## config.mk

```make
export PLATFORM = sky130hd
export DESIGN_NAME = spi_slave
export DESIGN_NICKNAME = d
export VERILOG_FILES = /design/src/rtl/spi_slave.sv
export SDC_FILE = /design/constraint.sdc
export NUM_CORES = 1
export LEC_CHECK = 0
export ABC_CLOCK_PERIOD_IN_PS = 1450
export CORE_AREA = 2 2 65 67
export DETAILED_ROUTE_END_ITERATION = 10
export DIE_AREA = 0 0 67 69
export PLACE_DENSITY = 0.76
export RECOVER_POWER = 50
export SETUP_SLACK_MARGIN = 0.1
export SYNTH_ARGS = -nofsm -noshare
export SYNTH_HDL_FRONTEND = slang
export SYNTH_SLANG_ARGS = --single-unit
```

## constraint.sdc

```tcl
create_clock -name CTRL_CLK -period 1.45 [get_ports CTRL_CLK]
set_input_delay 0.2175 -clock CTRL_CLK [delete_from_list [all_inputs] [get_ports CTRL_CLK]]
set_output_delay 0.2175 -clock CTRL_CLK [all_outputs]
set_load 0.01 [all_outputs]
```

## src/rtl/spi_slave.sv

```systemverilog
// SPI mode-0 target, MSB first. All pins are oversampled on CTRL_CLK; SCLK
// is only ever treated as data. One-entry TX holding register with a
// valid/ready write side; received words are emitted as RX_valid pulses.
module spi_slave #(
    parameter int                 DATA_W    = 8,
    parameter logic [DATA_W-1:0]  IDLE_WORD = '0
) (
    input  logic              CTRL_CLK,
    input  logic              RST,
    input  logic              SCLK,
    input  logic              CS,
    input  logic              MOSI,
    output logic              MISO,
    output logic              MISO_OE,
    input  logic [DATA_W-1:0] TX_data,
    input  logic              TX_valid,
    output logic              TX_ready,
    output logic [DATA_W-1:0] RX_data,
    output logic              RX_valid,
    output logic              UNDERRUN,
    output logic              ABORT
);

    localparam int CNT_W = (DATA_W > 2) ? $clog2(DATA_W) : 1;

    typedef enum logic {IDLE, ACTIVE} state_e;

    // synchronizer chains (s1, s2) plus a history stage per pin
    logic sclk_s1_q, sclk_s2_q, sclk_h_q;
    logic cs_s1_q, cs_s2_q, cs_h_q;
    logic mosi_s1_q, mosi_s2_q, mosi_h_q;

    // registered edge strobes; mosi_h_q is the MOSI sample aligned to them
    logic sclk_rise_q, sclk_fall_q, cs_rise_q, cs_fall_q;

    state_e              state_q, state_d;
    logic [DATA_W-1:0]   tx_shift_q, tx_shift_d;
    logic [DATA_W-1:0]   rx_shift_q, rx_shift_d;
    logic [CNT_W-1:0]    bit_cnt_q, bit_cnt_d;
    logic                word_done_q, word_done_d;
    logic [DATA_W-1:0]   hold_q, hold_d;
    logic                hold_full_q, hold_full_d;
    logic [DATA_W-1:0]   rx_data_q, rx_data_d;
    logic                rx_valid_q, rx_valid_d;
    logic                underrun_q, underrun_d;
    logic                abort_q, abort_d;
    logic                load;
    logic                tx_xfer;

    // pin synchronizers and edge strobes; all stages clear on reset so a CS
    // already low at reset release never looks like a falling edge
    always_ff @(posedge CTRL_CLK) begin
        if (RST) begin
            sclk_s1_q   <= 1'b0;
            sclk_s2_q   <= 1'b0;
            sclk_h_q    <= 1'b0;
            cs_s1_q     <= 1'b0;
            cs_s2_q     <= 1'b0;
            cs_h_q      <= 1'b0;
            mosi_s1_q   <= 1'b0;
            mosi_s2_q   <= 1'b0;
            mosi_h_q    <= 1'b0;
            sclk_rise_q <= 1'b0;
            sclk_fall_q <= 1'b0;
            cs_rise_q   <= 1'b0;
            cs_fall_q   <= 1'b0;
        end else begin
            sclk_s1_q   <= SCLK;
            sclk_s2_q   <= sclk_s1_q;
            sclk_h_q    <= sclk_s2_q;
            cs_s1_q     <= CS;
            cs_s2_q     <= cs_s1_q;
            cs_h_q      <= cs_s2_q;
            mosi_s1_q   <= MOSI;
            mosi_s2_q   <= mosi_s1_q;
            mosi_h_q    <= mosi_s2_q;
            sclk_rise_q <= sclk_s2_q & ~sclk_h_q;
            sclk_fall_q <= ~sclk_s2_q & sclk_h_q;
            cs_rise_q   <= cs_s2_q & ~cs_h_q;
            cs_fall_q   <= ~cs_s2_q & cs_h_q;
        end
    end

    // state and datapath registers
    always_ff @(posedge CTRL_CLK) begin
        if (RST) begin
            state_q     <= IDLE;
            tx_shift_q  <= '0;
            rx_shift_q  <= '0;
            bit_cnt_q   <= '0;
            word_done_q <= 1'b0;
            hold_q      <= '0;
            hold_full_q <= 1'b0;
            rx_data_q   <= '0;
            rx_valid_q  <= 1'b0;
            underrun_q  <= 1'b0;
            abort_q     <= 1'b0;
        end else begin
            state_q     <= state_d;
            tx_shift_q  <= tx_shift_d;
            rx_shift_q  <= rx_shift_d;
            bit_cnt_q   <= bit_cnt_d;
            word_done_q <= word_done_d;
            hold_q      <= hold_d;
            hold_full_q <= hold_full_d;
            rx_data_q   <= rx_data_d;
            rx_valid_q  <= rx_valid_d;
            underrun_q  <= underrun_d;
            abort_q     <= abort_d;
        end
    end

    // next-state: frame FSM, shift registers, load points and TX holder
    always_comb begin
        state_d     = state_q;
        tx_shift_d  = tx_shift_q;
        rx_shift_d  = rx_shift_q;
        bit_cnt_d   = bit_cnt_q;
        word_done_d = word_done_q;
        rx_data_d   = rx_data_q;
        rx_valid_d  = 1'b0;
        underrun_d  = 1'b0;
        abort_d     = 1'b0;
        load        = 1'b0;

        case (state_q)
            IDLE: begin
                if (cs_fall_q) begin
                    load        = 1'b1;
                    bit_cnt_d   = '0;
                    word_done_d = 1'b0;
                    state_d     = ACTIVE;
                end
            end
            ACTIVE: begin
                // deselect wins over any SCLK edge seen in the same cycle
                if (cs_rise_q) begin
                    state_d     = IDLE;
                    abort_d     = (bit_cnt_q != '0);
                    bit_cnt_d   = '0;
                    word_done_d = 1'b0;
                end else if (sclk_rise_q) begin
                    rx_shift_d = {rx_shift_q[DATA_W-2:0], mosi_h_q};
                    if (bit_cnt_q == CNT_W'(DATA_W - 1)) begin
                        rx_data_d   = {rx_shift_q[DATA_W-2:0], mosi_h_q};
                        rx_valid_d  = 1'b1;
                        bit_cnt_d   = '0;
                        word_done_d = 1'b1;
                    end else begin
                        bit_cnt_d = bit_cnt_q + CNT_W'(1);
                    end
                end else if (sclk_fall_q) begin
                    // the fall after a word's last bit starts the next word
                    if (word_done_q) begin
                        load        = 1'b1;
                        word_done_d = 1'b0;
                    end else begin
                        tx_shift_d = {tx_shift_q[DATA_W-2:0], 1'b0};
                    end
                end
            end
            default: state_d = IDLE;
        endcase

        if (load) begin
            if (hold_full_q) begin
                tx_shift_d = hold_q;
            end else begin
                tx_shift_d = IDLE_WORD;
                underrun_d = 1'b1;
            end
        end

        // a write landing with a load on an empty holder fills it for the
        // following word; the current load has already taken IDLE_WORD
        tx_xfer     = TX_valid & ~hold_full_q;
        hold_d      = tx_xfer ? TX_data : hold_q;
        hold_full_d = tx_xfer ? 1'b1 : (load ? 1'b0 : hold_full_q);
    end

    assign MISO     = (state_q == ACTIVE) & tx_shift_q[DATA_W-1];
    assign MISO_OE  = (state_q == ACTIVE);
    assign TX_ready = ~hold_full_q;
    assign RX_data  = rx_data_q;
    assign RX_valid = rx_valid_q;
    assign UNDERRUN = underrun_q;
    assign ABORT    = abort_q;

endmodule

```

==> impl_metrics.env, run 1 <==
export IMPL_status="complete, no violations"
export IMPL_post_cts_setup_buffer_count=0
export IMPL_hold_viol=0
export IMPL_cts_tree="built"
export IMPL_cts_made_buffers=5
export IMPL_rsz0062_at_grt="true"
export IMPL_r2r_start="bit_cnt_q[0]"
export IMPL_yosys_warnings=0
export IMPL_skew_ps=5.89
export IMPL_swShare_pct=22.6
export IMPL_fin_ws_ps=122
export IMPL_p_int_mw=1.90
export IMPL_rows=23
export IMPL_fp_dieH_um=69
export IMPL_relSlewSlack_pct=59.6
export IMPL_cpLargestDelayFamily="flip-flops"
export IMPL_core_area_um2=3910
export IMPL_crit_fanout=9
export IMPL_period_minus_slack_ps=1330
export IMPL_drive_above_1_share_pct=10.5
export IMPL_dr_total_vias=1600
export IMPL_busiest_layer="met2"
export IMPL_synth_seq_cells=53
export IMPL_clock_path_buffers=2
export IMPL_synth_cell_types=31
export IMPL_worstPathCellList="and2_1, dlygate4sd2_1"
export IMPL_final_cells=306
export IMPL_dieArea_um2=4620
export IMPL_fin_util_pct=62.1
export IMPL_yosysSeqAreaShare_pct=53.5
export IMPL_antenna_found_initial=0
export IMPL_power_frac_seq_pct=61.3
export IMPL_dp_hpwl_mm=2.55
export IMPL_wl_per_cell_um=12.0
export IMPL_min_from="cs_h_q"
export IMPL_met2_usage_pct=28.8
export IMPL_drt_iter0_drc=108
export IMPL_cpMaxStageDelayCell="dfxtp_4"
export IMPL_layout_common_cells="dfxtp_1 (51), nand2_1 (49), a21oi_1 (33)"
export IMPL_io_buffers=27
export IMPL_grt_max_degree=33
export IMPL_worst_pin_slew_ps=605
export IMPL_avgSynthCellArea_um2=8.93
export IMPL_htreeDepth=2
export IMPL_path_class="register to output port"
export IMPL_syn_to_final_growth_pct=22.7
export IMPL_clock_sinks=53
export IMPL_place_ws_ps=85.9
export IMPL_worst_path_buf_inv=1
export IMPL_syn_area_um2=1980
export IMPL_initial_utilization_pct=50.6
export IMPL_final_nets=272
export IMPL_grt_pass1_wl_mm=6.42
export IMPL_drc=0
export IMPL_cts_reportedPaths_clkPinSlew_ps=90
export IMPL_netSwitchingPower_uw=553
export IMPL_reg2reg_to="bit_cnt_q[0]"
export IMPL_grt_usage_pct=17.8
export IMPL_power_mw=2.45
export IMPL_finalCritPeriodShare_pct=91.6
export IMPL_cts_resized=18
export IMPL_hp_class="register to register"
export IMPL_final_common_cell="dfxtp_1"
export IMPL_place_gp_congestion=0.828
export IMPL_tns_ps=0
export IMPL_synthCells=222
export IMPL_worstPathArrival_ps=1110
export IMPL_antennaDiodeCount=0
export IMPL_hold_depth=1
export IMPL_syn_num_nets=239
export IMPL_fillers=364
export IMPL_die_w_um=67
export IMPL_power_density_nw_per_um2=1010
export IMPL_root_buffer="clkbuf_8"
export IMPL_drv_cap=0
export IMPL_io_pins=28
export IMPL_antenna_left=0
export IMPL_p_clk_share_pct=33.3
export IMPL_placedInstanceArea_um2=2360
export IMPL_maxSlewViolCount=0
export IMPL_final_area_um2=2430
export IMPL_peakVddDrop_mv=0.769
export IMPL_routed_via_density=5.23
export IMPL_grt_pass1_vias=1490
export IMPL_grt_met3_usage_pct=3.92
export IMPL_finalSetupViolations=0
export IMPL_cellLeakagePower_nw=0.958
export IMPL_wirelength_mm=3.68
export IMPL_fmax_mhz=753
export IMPL_r2r_setup_slack_ps=160
export IMPL_ff2ff_path_depth=4
export IMPL_combPwrFrac_pct=5.4
export IMPL_clk_latency_ps=310
export IMPL_post_place_cells=298
export IMPL_met1_usage_pct=21.8
export IMPL_drt_pass1_iter_count=4
export IMPL_whs_endpoint="cs_rise_q"
export IMPL_fin_hold_ws_ps=405
export IMPL_gr_total_overflow=0
export IMPL_required_ps=1230
export IMPL_cp_start_kind="register"
export IMPL_cpPeakStageDelay_ps=380
export IMPL_cp_end_kind="output port"
export IMPL_hold_buffers=0
==> sequential cells by signal, indices dropped and copies added, names as in the netlist, 3 cells and up <==
name	flops
hold_q	8
bit_cnt_q	3
rx_shift_q	7
tx_shift_q	8
RX_data	8
==> per-layer routing <==
metal / up-vias / part of all wire [%]
met5: - / 0
met4: 0 / 2.1
met3: 8 / 3.9
met2: 34 / 47
met1: 731 / 47
li1: 827 / -
==> worst register-to-register path, delay by kind of cell (launching register included) <==
family	cells	cell delay (ps)
compound gates	1	140
fa+ha+maj	2	390
flops	1	340
simple gates	1	340
==> layout make-up <==
| type | instances | area (um2) | area share (%) |
|---|---|---|---|
| Clock buffer | 6 | 72.6 | 2.98 |
| Clock inverter | 2 | 13.8 | 0.566 |
| Inverter | 4 | 15.0 | 0.617 |
| Multi-Input combinational cell | 153 | 857 | 35.2 |
| Sequential cell | 53 | 1070 | 43.8 |
| Tap cell | 50 | 62.6 | 2.57 |
| Timing Repair Buffer | 38 | 345 | 14.2 |
==> logic make-up after synthesis <==
family	share of synthesized area, %
AND/OR/NAND/NOR	24.9
adder cells (fa/ha/maj)	1.89
AO/OA/AOI/OAI	16.0
buffers and inverters	3.66
flip-flops	53.5
==> power by group through the flow <==
stage / clock (mW) / sequential, mW / combinational (mW)
2_1_floorplan: 0 / 1.53 / 0.0696
3_3_place_gp: 0 / 1.54 / 0.141
3_5_place_dp: 0 / 1.54 / 0.143
4_1_cts: 0.843 / 1.50 / 0.142
5_1_grt: 0.912 / 1.51 / 0.147
6_report: 0.816 / 1.50 / 0.132
==> cell usage after synthesis <==
library cell  count  area, um2
nand4bb_1         1       11.3
nor2b_1          13       81.3
a21boi_2          1       11.3
and2_1            3       18.8
or3_1             2       12.5
nor2_8            1       20.0
buf_2             4       20.0
a211oi_1          1       7.51
or2_2             1       6.26
o21ai_0           1       5.00
nand3_1           2       10.0
nand2_1          49        184
nor3_1            2       10.0
inv_1             4       15.0
nand2_4           1       11.3
o21ai_1           1       5.00
and4bb_2          1       12.5
o22ai_1           1       6.26
buf_4             2       15.0
a31oi_1           8       50.1
and2b_4           1       10.0
dfxtp_1          53       1060
ha_1              3       37.5
a22oi_1           9       67.6
nor2_1            5       18.8
clkbuf_1          6       22.5
nor3b_1           2       15.0
a21oi_1          33        165
and3_1            8       50.1
nand2b_1          2       12.5
nand4b_1          1       8.76
==> how the worst max path moves through the flow <==
stage | startpoint | to | slack [ps] | cells past startpoint
after floorplan | bit_cnt_q[0] | bit_cnt_q[0] | 230 | 4
after global placement | MISO_OE | MISO | 130 | 2
after detailed placement | MISO_OE | MISO | 90 | 2
after CTS | MISO_OE | MISO | 110 | 2
after global routing | RST | cs_rise_q | 60 | 4
final | MISO_OE | MISO | 120 | 2
Power figures use the tool's default switching activity.
==> run 2, diff against run 1 <==
PLACE_DENSITY = 0.86   (was 0.76)
RECOVER_POWER = not set   (was 50)
==> impl_metrics.env, run 2 (synthesis gave the netlist of run 1 again) <==
export IMPL_routed_via_density=5.34
export IMPL_dp_hpwl_mm=2.61
export IMPL_final_nets=271
export IMPL_drt_pass1_iter_count=4
export IMPL_power_mw=2.67
export IMPL_finalSetupViolations=0
export IMPL_clk_latency_ps=310
export IMPL_p_int_mw=2.12
export IMPL_syn_to_final_growth_pct=26.4
export IMPL_cts_reportedPaths_clkPinSlew_ps=90
export IMPL_cpPeakStageDelay_ps=380
export IMPL_drc=0
export IMPL_dieArea_um2=4620
export IMPL_grt_pass1_vias=1516
export IMPL_rows=23
export IMPL_initial_utilization_pct=50.6
export IMPL_cellLeakagePower_nw=0.971
export IMPL_cpLargestDelayFamily="flip-flops"
export IMPL_cp_start_kind="register"
export IMPL_cpMaxStageDelayCell="dfxtp_4"
export IMPL_worstPathArrival_ps=1100
export IMPL_maxSlewViolCount=0
export IMPL_htreeDepth=2
export IMPL_final_common_cell="dfxtp_1"
export IMPL_post_place_cells=297
export IMPL_place_gp_congestion=0.820
export IMPL_wl_per_cell_um=13.2
export IMPL_crit_start="MISO_OE"
export IMPL_fp_dieH_um=69
export IMPL_drv_cap=0
export IMPL_grt_pass1_wl_mm=6.51
export IMPL_combPwrFrac_pct=5.3
export IMPL_grt_max_degree=27
export IMPL_fmax_mhz=756
export IMPL_crit_fanout=9
export IMPL_finalCritPeriodShare_pct=91.2
export IMPL_tns_ps=0
export IMPL_relSlewSlack_pct=81.5
export IMPL_cts_tree="built"
export IMPL_layout_common_cells="dfxtp_1 (50), nand2_1 (49), a21oi_1 (32)"
export IMPL_power_density_nw_per_um2=1070
export IMPL_final_cells=305
export IMPL_status="complete, no violations"
export IMPL_dr_total_vias=1628
export IMPL_swShare_pct=20.6
export IMPL_io_pins=28
export IMPL_required_ps=1230
export IMPL_hp_class="register to register"
export IMPL_p_clk_share_pct=38.4
export IMPL_period_minus_slack_ps=1320
export IMPL_antenna_found_initial=0
export IMPL_min_from="cs_h_q"
export IMPL_grt_usage_pct=18.2
export IMPL_drive_above_1_share_pct=12.9
export IMPL_hold_viol=0
export IMPL_die_w_um=67
export IMPL_cp_end_kind="output port"
export IMPL_r2r_start="cs_rise_q"
export IMPL_r2r_setup_slack_ps=170
export IMPL_worst_path_buf_inv=1
export IMPL_path_class="register to output port"
export IMPL_peakVddDrop_mv=0.716
export IMPL_worstPathCellList="and2_1, dlygate4sd2_1"
export IMPL_clock_sinks=53
export IMPL_power_frac_seq_pct=56.3
export IMPL_cts_made_buffers=5
export IMPL_antenna_left=0
export IMPL_netSwitchingPower_uw=549
export IMPL_core_area_um2=3910
export IMPL_post_cts_setup_buffer_count=0
export IMPL_wirelength_mm=4.03
export IMPL_worst_pin_slew_ps=277
export IMPL_rsz0062_at_grt="true"
export IMPL_drt_iter0_drc=129
export IMPL_clock_path_buffers=2
export IMPL_skew_ps=5.64
export IMPL_root_buffer="clkbuf_8"
export IMPL_gr_total_overflow=0
export IMPL_io_buffers=27
export IMPL_antennaDiodeCount=0
==> run 2: power by group through the flow <==
stage	logic (mW)	registers, mW	clock network [mW]
after global routing	0.158	1.51	1.10
after detailed placement	0.142	1.54	0
after floorplan	0.0696	1.53	0
final	0.142	1.50	1.03
after CTS	0.141	1.50	1.03
after global placement	0.139	1.54	0
==> run 2: final timing paths <==
path / endpoint / cells past startpoint
worst max-delay path: MISO / 2
worst min-delay path: cs_rise_q / 1
worst max register to register: bit_cnt_q[0] / 4
worst min register to register: cs_rise_q / 1
==> run 2: area by class of cell <==
class                           instances  area, um2
Multi-Input combinational cell        153        891
Inverter                                4       15.0
Fill cell                             327       1410
Clock buffer                            7       86.3
Clock inverter                          1       30.0
Tap cell                               50       62.6
Sequential cell                        53       1070
Timing Repair Buffer                   37        353
==> run 2: stage by stage <==
step                hold slack (ps)  utilization [%]  setup slack, ps  cell area, um2
floorplan                       346                -              226            1980
global placement                387             60.2              134            2360
detailed placement              394             60.2             87.2            2360
CTS                             407             62.9              105            2460
global route                    427             64.0             89.2            2500
finish                          407             64.0              128            2500
==> run 2: repair_timing <==
item / 4_1_cts / 5_1_grt
pin swaps: 0 / 0
hold buffers: 0 / 0
setup endpoints to repair: 17 / 16
gates resized for setup: 17 / 11
==> run 2: metal layers <==
| metal | GRT usage [%] | vias to the layer above | share of wire [%] | wire length (um) |
|---|---|---|---|---|
| met5 | 0 | - | 0 | 0 |
| met4 | 8.84 | 0 | 2.1 | 85 |
| met3 | 3.92 | 8 | 4.6 | 186 |
| met2 | 29.5 | 36 | 49 | 1980 |
| met1 | 22.4 | 761 | 44 | 1780 |
| li1 | - | 823 | - | - |
